<file path="config.mk">
export PLATFORM = sky130hd
export DESIGN_NAME = bus_arbiter_flat
export DESIGN_NICKNAME = d
export VERILOG_FILES = /design/src/rtl/bus_arb_pkg.sv /design/src/rtl/bus_arbiter_if.sv /design/src/rtl/bus_arbiter_rr_picker.sv /design/src/rtl/bus_arbiter.sv /design/src/flat_wrapper.sv
export SDC_FILE = /design/constraint.sdc
export NUM_CORES = 1
export LEC_CHECK = 0
export CORE_UTILIZATION = 53
export CTS_CLUSTER_DIAMETER = 80
export CTS_CLUSTER_SIZE = 24
export DETAILED_ROUTE_END_ITERATION = 8
export PLACE_DENSITY = 0.87
export SETUP_SLACK_MARGIN = 0.2
export SLEW_MARGIN = 20
export SYNTH_ARGS = -nofsm -noshare
export SYNTH_HDL_FRONTEND = slang
export SYNTH_SLANG_ARGS = --single-unit
</file>
<file path="constraint.sdc">
create_clock -name clk -period 3.5 [get_ports clk]
set_input_delay 0.7 -clock clk [delete_from_list [all_inputs] [get_ports clk]]
set_output_delay 0.7 -clock clk [all_outputs]
set_load 0.03 [all_outputs]
</file>
<file path="src/rtl/bus_arb_pkg.sv">
// Shared types and sizing helpers for the round-robin bus arbiter.
package bus_arb_pkg;

  typedef enum logic [1:0] {
    IDLE,
    OWNED,
    TURN
  } arb_state_t;

  // Bits needed to count 0..max_val, never narrower than one bit.
  function automatic int unsigned cnt_width(input int unsigned max_val);
    return (max_val == 0) ? 1 : $clog2(max_val + 1);
  endfunction

endpackage

</file>
<file path="src/rtl/bus_arbiter_if.sv">
// Request/grant handshake between the masters and the bus arbiter.
interface bus_arbiter_if #(
  parameter int MASTERS    = 2,
  parameter int M_ID_WIDTH = $clog2(MASTERS)
);

  logic [MASTERS-1:0]    req;
  logic [MASTERS-1:0]    done;
  logic [MASTERS-1:0]    grant;
  logic [M_ID_WIDTH-1:0] grant_id;
  logic                  bus_busy;
  logic                  preempt;

  modport master (
    output req, done,
    input  grant, grant_id, bus_busy, preempt
  );

  modport slave (
    input  req, done,
    output grant, grant_id, bus_busy, preempt
  );

endinterface

</file>
<file path="src/rtl/bus_arbiter_rr_picker.sv">
// Combinational round-robin selector: first requester at or above rr_ptr, wrapping.
module rr_picker #(
  parameter int MASTERS    = 2,
  parameter int M_ID_WIDTH = $clog2(MASTERS)
) (
  input  logic [MASTERS-1:0]    req,
  input  logic [M_ID_WIDTH-1:0] rr_ptr,
  output logic                  any,
  output logic [M_ID_WIDTH-1:0] sel
);

  always_comb begin
    int unsigned idx;
    logic [M_ID_WIDTH-1:0] idx_s;
    any   = 1'b0;
    sel   = '0;
    idx   = 0;
    idx_s = '0;
    for (int unsigned i = 0; i < MASTERS; i++) begin
      idx   = (32'(rr_ptr) + i) % MASTERS;
      idx_s = M_ID_WIDTH'(idx);
      if (!any && req[idx_s]) begin
        any = 1'b1;
        sel = idx_s;
      end
    end
  end

endmodule

</file>
<file path="src/rtl/bus_arbiter.sv">
// Round-robin serial-bus arbiter with turnaround gap and optional hold-time pre-emption.
module bus_arbiter
  import bus_arb_pkg::*;
#(
  parameter int MASTERS     = 2,
  parameter int M_ID_WIDTH  = $clog2(MASTERS),
  parameter int MAX_HOLD    = 256,
  parameter int TURN_CYCLES = 1
) (
  input logic           clk,
  input logic           rstN,
  bus_arbiter_if.slave  arb
);

  localparam int unsigned HOLD_W    = cnt_width(MAX_HOLD);
  localparam int unsigned TURN_W    = $clog2(TURN_CYCLES + 1);
  localparam int unsigned HOLD_LAST = (MAX_HOLD == 0) ? 0 : MAX_HOLD - 1;

  arb_state_t            state;
  logic [MASTERS-1:0]    grant_r;
  logic [M_ID_WIDTH-1:0] grant_id_r;
  logic [M_ID_WIDTH-1:0] rr_ptr;
  logic [HOLD_W-1:0]     hold_cnt;
  logic [TURN_W-1:0]     turn_cnt;
  logic                  bus_busy_r;
  logic                  preempt_r;

  logic                  pick_any;
  logic [M_ID_WIDTH-1:0] pick_sel;
  logic [MASTERS-1:0]    owner_mask;
  logic                  owner_done;
  logic                  owner_req;
  logic                  others_req;
  logic                  timeout;
  logic                  release_bus;
  logic [M_ID_WIDTH-1:0] next_ptr;

  rr_picker #(
    .MASTERS   (MASTERS),
    .M_ID_WIDTH(M_ID_WIDTH)
  ) u_picker (
    .req   (arb.req),
    .rr_ptr(rr_ptr),
    .any   (pick_any),
    .sel   (pick_sel)
  );

  assign owner_mask  = MASTERS'(1) << grant_id_r;
  assign owner_done  = arb.done[grant_id_r];
  assign owner_req   = arb.req[grant_id_r];
  assign others_req  = |(arb.req & ~owner_mask);
  // hold_cnt saturates at MAX_HOLD, so the timeout window is the single cycle at MAX_HOLD-1
  assign timeout     = (MAX_HOLD != 0) && (hold_cnt == HOLD_W'(HOLD_LAST)) && others_req;
  assign release_bus = owner_done || !owner_req || timeout;
  assign next_ptr    = (grant_id_r == M_ID_WIDTH'(MASTERS - 1)) ? '0
                                                                : grant_id_r + M_ID_WIDTH'(1);

  always_ff @(posedge clk) begin
    if (!rstN) begin
      state      <= IDLE;
      grant_r    <= '0;
      grant_id_r <= '0;
      rr_ptr     <= '0;
      hold_cnt   <= '0;
      turn_cnt   <= '0;
      bus_busy_r <= 1'b0;
      preempt_r  <= 1'b0;
    end else begin
      preempt_r <= 1'b0;
      case (state)
        IDLE: begin
          if (pick_any) begin
            grant_r    <= MASTERS'(1) << pick_sel;
            grant_id_r <= pick_sel;
            bus_busy_r <= 1'b1;
            hold_cnt   <= '0;
            state      <= OWNED;
          end
        end
        OWNED: begin
          if (release_bus) begin
            grant_r    <= '0;
            bus_busy_r <= 1'b0;
            rr_ptr     <= next_ptr;
            turn_cnt   <= '0;
            preempt_r  <= timeout && !owner_done && owner_req;
            state      <= TURN;
          end else if (hold_cnt != HOLD_W'(MAX_HOLD)) begin
            hold_cnt <= hold_cnt + HOLD_W'(1);
          end
        end
        TURN: begin
          if (turn_cnt == TURN_W'(TURN_CYCLES - 1)) begin
            state <= IDLE;
          end else begin
            turn_cnt <= turn_cnt + TURN_W'(1);
          end
        end
        default: state <= IDLE;
      endcase
    end
  end

  assign arb.grant    = grant_r;
  assign arb.grant_id = grant_id_r;
  assign arb.bus_busy = bus_busy_r;
  assign arb.preempt  = preempt_r;

  a_grant_onehot: assert property (@(posedge clk) $onehot0(grant_r));
  a_busy_match:   assert property (@(posedge clk) bus_busy_r == (|grant_r));
  a_ptr_range:    assert property (@(posedge clk) 32'(rr_ptr) < MASTERS);

endmodule

</file>
<file path="src/flat_wrapper.sv">
// flat-port wrapper written by rule: the top's interface ports become plain ports
module bus_arbiter_flat import bus_arb_pkg::*;
#(
  parameter int MASTERS     = 2,
  parameter int M_ID_WIDTH  = $clog2(MASTERS),
  parameter int MAX_HOLD    = 256,
  parameter int TURN_CYCLES = 1
)
  (clk, rstN, arb_req, arb_done, arb_grant, arb_grant_id, arb_bus_busy, arb_preempt);
  bus_arbiter_if #(.MASTERS(MASTERS), .M_ID_WIDTH(M_ID_WIDTH)) arb_i ();
  input logic clk;
  input logic rstN;
  input wire logic [$bits(arb_i.req)-1:0] arb_req;
  input wire logic [$bits(arb_i.done)-1:0] arb_done;
  output wire logic [$bits(arb_i.grant)-1:0] arb_grant;
  output wire logic [$bits(arb_i.grant_id)-1:0] arb_grant_id;
  output wire logic [$bits(arb_i.bus_busy)-1:0] arb_bus_busy;
  output wire logic [$bits(arb_i.preempt)-1:0] arb_preempt;
  assign arb_i.req = arb_req;
  assign arb_i.done = arb_done;
  assign arb_grant = arb_i.grant;
  assign arb_grant_id = arb_i.grant_id;
  assign arb_bus_busy = arb_i.bus_busy;
  assign arb_preempt = arb_i.preempt;
  bus_arbiter #(.MASTERS(MASTERS), .M_ID_WIDTH(M_ID_WIDTH), .MAX_HOLD(MAX_HOLD), .TURN_CYCLES(TURN_CYCLES)) u_core (.clk(clk), .rstN(rstN), .arb(arb_i));
endmodule
</file>
# Word level (Yosys, flattened, before mapping)
# Cells that the tools add are included.
# classes
add_sub_neg,4
multipliers,0
div_mod_pow,0
order_cmp,3
eq_ne,9
n_shift,2
muxes,29
bitwise,2
reduce_logical,20
# ops
cell,n
2-to-1 mux 9 bit,3
one-hot mux 9 bit (2 select lines),1
2-to-1 mux 1 bit,16
2-to-1 mux 2 bit,5
adder 9 x 1 -> 9 bit (second input constant),1
== test 9 x 8 -> 1 bit (second input constant),1
!= test 9 bit (second input constant),1
AND reduction 3 bit,3
< comparator 1 x 2 -> 1 bit (second input constant),3
!= test 2 x 1 -> 1 bit (second input constant),3
one-hot mux 2 bit (3 select lines),1
AND reduction 2 bit,3
logical AND 1 bit,4
!= test 2 bit (second input constant),2
one-hot mux 1 bit (2 select lines),2
one-hot mux 2 bit (2 select lines),1
AND reduction 4 bit,1
nonzero test 2 bit,2
left shift 1 x 1 -> 2 bit (first input constant),2
adder 1 bit (second input constant),3
logical NOT 1 bit,3
bitwise AND 2 bit,1
== test 2 x 1 -> 1 bit (second input constant),1
== test 2 bit (second input constant),1
4 further kinds,5
# word_totals
regBits,18
latch_bits,0
mem_bits_rw,0
rom_bits,0
in_bits,6
elab_cells,77
mem_count,0

# Depth between registers and ports, before layout
# depth
depth_word,9
ltp_mapped,10
ltp_nobuf,10

# Hierarchy
# Synthesis repeated with hierarchy kept, for this count alone.
# unflattened
cells_unflattened,108
hier_area_um2,898.4
# modules_own_cells
mod,n_inst,cells_each,area_per_inst_um2
bus_arbiter,1,105,880.8
rr_picker,1,3,17.5

# Worst setup path before layout
# OpenSTA, ideal clock, no wires.
# synth_path
path_kind,reg-to-reg
startpoint,reg u_core.hold_cnt[0]
endpoint,reg u_core.hold_cnt[2]
setup_time_ns,0.062
t_arrival_ns,2.354
t_required_ns,3.438
path_slack_ns,1.084
stages_incl_launch_ff,10
cell_sequence,dfxtp_1 > ha_1 > and3_1 > and3_1 > and3_1 > ha_1 > a2111oi_4 > nor2_2 > or4_1 > nand3_1
# synth_between
elab_chain_cells,5
word_cells_on_any_way,11
cone_classes,1 x add/sub; 4 x eq/ne; 3 x mux; 3 x reduce/logical
# synth_lines
item,line,text
from (decl),bus_arbiter.sv:23,logic [HOLD_W-1:0] hold_cnt;
from (signal assigned),bus_arbiter.sv:89,hold_cnt <= hold_cnt + HOLD_W'(1);
"parallel branches: the longest is 5 deep, another holds adder 9 x 1 -> 9 bit",--,
# Parallel ways; which one is timed is not known. The select of a mux whose other input is x is not followed.
# A chain may end at the register's enable or synchronous reset.

# Final worst setup path
# Same ends and word-level chain as after synthesis.

==> metrics.txt <==
# TYPE chip_impl_metric gauge
chip_impl_metric{name="total_number_of_clock_tree_sinks",unit=""} 17
chip_impl_metric{name="initial_core_util",unit=""} 0.597
chip_impl_metric{name="maximum_number_of_pins_on_one_net_before_global_route_repair",unit=""} 16
chip_impl_metric{name="vias_in_the_first_global_route",unit=""} 869
chip_impl_metric{name="placedInstanceArea",unit="um^2"} 1060
chip_impl_metric{name="fin_skew",unit="ns"} 0.00533
chip_impl_metric{name="finalWirelength",unit="um"} 2260
chip_impl_metric{name="max_clock_freq",unit="GHz"} 0.376
chip_impl_metric{name="period_minus_slack",unit="ns"} 2.66
chip_impl_metric{name="clk_latency",unit="ns"} 0.30
chip_impl_metric{name="slowest_delay",unit="ns"} 0.49
chip_impl_metric{name="avgRoutedWirePerCell",unit="um"} 16.6
chip_impl_info{name="critical_path_class",value="flop to flop"} 1
chip_impl_metric{name="placement.io_buffers",unit=""} 10
chip_impl_info{name="crit_start_category",value="flop"} 1
chip_impl_metric{name="combPwrFrac",unit=""} 0.216
chip_impl_metric{name="hold_viol",unit=""} 0
chip_impl_metric{name="fin_crit_sh",unit=""} 0.759
chip_impl_info{name="worst_path_max_delay_cell",value="sky130_fd_sc_hd__or4_1"} 1
chip_impl_metric{name="total_leakage_power",unit="nW"} 0.395
chip_impl_metric{name="grt_overflow_total",unit=""} 0
chip_impl_metric{name="final_antenna_net_count",unit=""} 0
chip_impl_metric{name="tritoncts.num_buffers",unit=""} 3
chip_impl_metric{name="cts_resized",unit=""} 0
chip_impl_metric{name="gr-usage-all-layers",unit=""} 0.263
chip_impl_metric{name="critical_path.max_fanout",unit=""} 6
chip_impl_metric{name="n_antenna_cell",unit=""} 0
chip_impl_metric{name="power.clock.fraction",unit=""} 0.261
chip_impl_info{name="rsz0062_at_grt",value="no"} 1
chip_impl_metric{name="floorplan.rows",unit=""} 14
chip_impl_metric{name="netSwitchingPower",unit="mW"} 0.127
chip_impl_metric{name="fill_cells",unit=""} 133
chip_impl_metric{name="share_of_post_route_cells_with_drive_strength_above_1",unit=""} 0.142
chip_impl_metric{name="dr.pass1.iters",unit=""} 6
chip_impl_info{name="final_cell_mix",value="sky130_fd_sc_hd__dfxtp_1, sky130_fd_sc_hd__clkdlybuf4s50_1, sky130_fd_sc_hd__o21ai_0, sky130_fd_sc_hd__a21oi_1"} 1
chip_impl_metric{name="first_iter_violations",unit=""} 25
chip_impl_metric{name="cts.path.max_buffers",unit=""} 2
chip_impl_metric{name="vias",unit=""} 904
chip_impl_metric{name="number_of_standard_cells_after_synthesis",unit=""} 107
chip_impl_metric{name="die_height",unit="um"} 44.1
chip_impl_metric{name="power_frac_seq",unit=""} 0.523
chip_impl_metric{name="path_clk_slew",unit="ns"} 0.09
chip_impl_metric{name="multi_input_area",unit="um^2"} 566
chip_impl_metric{name="postSynthNetCount",unit=""} 116
chip_impl_metric{name="fin_total_pwr",unit="mW"} 0.408
chip_impl_metric{name="grt_pass1_wl",unit="um"} 3770
chip_impl_metric{name="whs_path_depth",unit=""} 2
chip_impl_metric{name="power.density_cell_area",unit="nW/um^2"} 376
chip_impl_metric{name="place_worst_setup_slack",unit="ns"} 0.897
chip_impl_metric{name="drv_cap",unit=""} 0
chip_impl_metric{name="final_area",unit="um^2"} 1080
chip_impl_metric{name="final.setup.worst_slack",unit="ns"} 0.843
chip_impl_metric{name="critical_path_required",unit="ns"} 3.74
chip_impl_metric{name="critical_path_at",unit="ns"} 2.90
chip_impl_metric{name="top_level_ports",unit=""} 11
chip_impl_metric{name="area_growth",unit="%"} 15.2
chip_impl_metric{name="p_int",unit="mW"} 0.281
chip_impl_info{name="synth_largest_area_cell",value="sky130_fd_sc_hd__dfxtp_1"} 1
chip_impl_metric{name="crit_cells",unit=""} 9
chip_impl_metric{name="whs",unit="ns"} 0.480
chip_impl_info{name="run_status",value="complete, but fails checks"} 1
chip_impl_metric{name="synth-edff-count",unit=""} 0
chip_impl_metric{name="crit_path_buf_inv_count",unit=""} 0
chip_impl_metric{name="core",unit="um^2"} 1580
chip_impl_metric{name="average_cell_area_after_synthesis",unit="um^2"} 8.79
chip_impl_metric{name="worst_pin_slew",unit="ns"} 0.677
chip_impl_metric{name="remaining_routing_drc_violations",unit=""} 2
chip_impl_metric{name="synthArstFlopShare",unit=""} 0
chip_impl_info{name="crit_path_cell_trace",value="ha_1, and3_1, and3_1, and3_1, ha_1, a2111oi_4, nor2_2, or4_1, nand3_1"} 1
chip_impl_metric{name="switching_share",unit=""} 0.312
chip_impl_metric{name="yosysUniqueCellTypes",unit=""} 43
chip_impl_info{name="layout.cells.most_common",value="sky130_fd_sc_hd__dfxtp_1"} 1
chip_impl_metric{name="maximum_level_of_the_cts_h_tree",unit=""} 1
chip_impl_metric{name="vias_per_cell",unit=""} 6.65
chip_impl_metric{name="floorplan_die_width",unit="um"} 44.1
chip_impl_info{name="hold_path_class",value="flop to flop"} 1
chip_impl_metric{name="slew_headroom",unit=""} 0.546
chip_impl_metric{name="setup-violations-final",unit=""} 0
chip_impl_metric{name="place_hpwl",unit="um"} 1630
chip_impl_metric{name="ys.warnings.count",unit=""} 0
chip_impl_metric{name="reg2regPathDepth",unit=""} 9
chip_impl_metric{name="timing.setup.tns",unit="ns"} 0
chip_impl_metric{name="flip_flop_and_latch_count_after_synthesis",unit=""} 17
chip_impl_info{name="synthTopCellsByArea",value="sky130_fd_sc_hd__dfxtp_1, sky130_fd_sc_hd__ha_1, sky130_fd_sc_hd__a21oi_1"} 1
chip_impl_metric{name="netlist_area",unit="um^2"} 941
chip_impl_metric{name="sequential_cell_area",unit="um^2"} 340
chip_impl_metric{name="yosysTopAreaCellShare",unit=""} 0.362
chip_impl_metric{name="postCtsSetupBuffers",unit=""} 0
chip_impl_info{name="timing.critical_path.max_delay_family",value="simple AND/OR/NAND/NOR gates"} 1
chip_impl_info{name="violated_checks",value="DRC"} 1
chip_impl_metric{name="initial_antenna_violation_count",unit=""} 0
chip_impl_metric{name="gp_congestion",unit=""} 0.873
chip_impl_metric{name="vdd.ir_drop.worst",unit="mV"} 0.279
chip_impl_metric{name="num-nets-final",unit=""} 130
chip_impl_info{name="cp_common_cell",value="sky130_fd_sc_hd__and3_1"} 1
chip_impl_info{name="synthFlopType",value="sky130_fd_sc_hd__dfxtp_1"} 1
chip_impl_metric{name="fp.dieArea",unit="um^2"} 1950
chip_impl_info{name="clk_root_buffer_cell",value="sky130_fd_sc_hd__clkbuf_4"} 1
chip_impl_metric{name="yosysSeqAreaShare",unit=""} 0.362
chip_impl_info{name="setup.worst_path.end_class",value="flop"} 1
chip_impl_metric{name="cts_hold_buf",unit=""} 0
chip_impl_info{name="tritoncts_clock_tree",value="built"} 1
chip_impl_metric{name="slew_violations",unit=""} 0
-- sequential cells by signal, summed over array words and instances (netlist names) --
register,flops
u_core.arb.preempt,1
u_core.arb.grant,2
u_core.rr_ptr,1
u_core.hold_cnt,9
u_core.state,2
u_core.arb.grant_id,1
u_core.arb.bus_busy,1
-- worst paths after layout --
path / start / end / slack [ns]
min reg2reg: u_core.arb.grant[0]$_SDFFE_PN0P_ / u_core.arb.grant[0]$_SDFFE_PN0P_ / 0.48
min: u_core.arb.grant[0]$_SDFFE_PN0P_ / u_core.arb.grant[0]$_SDFFE_PN0P_ / 0.48
max: u_core.hold_cnt[0]$_SDFFE_PN0P_ / u_core.hold_cnt[2]$_SDFFE_PN0P_ / 0.84
max reg2reg: u_core.hold_cnt[0]$_SDFFE_PN0P_ / u_core.hold_cnt[2]$_SDFFE_PN0P_ / 0.84
-- synthesized netlist by cell type (all sizes together) (2+ instances only) --
cell and n:
nor2 5, dfxtp 17, or2 2, nand3 6, ha 3, a21oi 7, and3 4, o211ai 2
nor4b 2, nand2 6, o21ai 10, o2111ai 2, nor2b 2, or4 3, and4b 2, and2 2
a22o 2, a31o 2, nor3 4, inv 5
-- worst min-delay path: cells and delay by family (launching register included) --
family	cells	cell delay, ns
flip-flops	1	0.32
AO/OA/AOI/OAI	2	0.12
-- layer usage --
metal  GRT usage  part of all wire  vias to the layer above
met1       0.338              0.44                      420
met5           0                 0                        -
li1            -                 -                      440
met4       0.109             0.013                        0
met2       0.412              0.47                       38
met3      0.0776             0.075                        6
-- logic make-up (layout without fill, tap and decap cells) --
group                      count (synthesis)  count (layout)  share of synthesized area
and+or+nand+nor                           43              43                      0.278
AOI/OAI and AO/OA                         35              35                      0.273
DFF                                       17              17                      0.362
buffers and inverters                      8              21                     0.0372
adders and majority gates                  3               3                     0.0399
muxes                                      1               1                     0.0106
-- area by class of cell --
class                   count  area share
clock buffers               3      0.0208
clock inverters             1     0.00462
inverters                   6      0.0208
multi-input cells          82       0.522
flip-flops and latches     17       0.314
well taps                  16      0.0185
repair buffers             11      0.0993
-- power by group through the flow --
stage | clock [mW] | sequential (mW) | combinational (mW)
3_5_place_dp | 0 | 0.218 | 0.0861
2_1_floorplan | 0 | 0.225 | 0.0454
5_1_grt | 0.119 | 0.215 | 0.0957
3_3_place_gp | 0 | 0.217 | 0.0837
6_report | 0.106 | 0.213 | 0.0879
4_1_cts | 0.110 | 0.213 | 0.0863
-- stage by stage --
step                      cells  utilization
final                       136        0.687
after global routing        136        0.687
after CTS                   136        0.687
after detailed placement    132        0.670
after global placement      132        0.670
after floorplan             107            -
No activity file was read; power rests on OpenSTA's default activity.
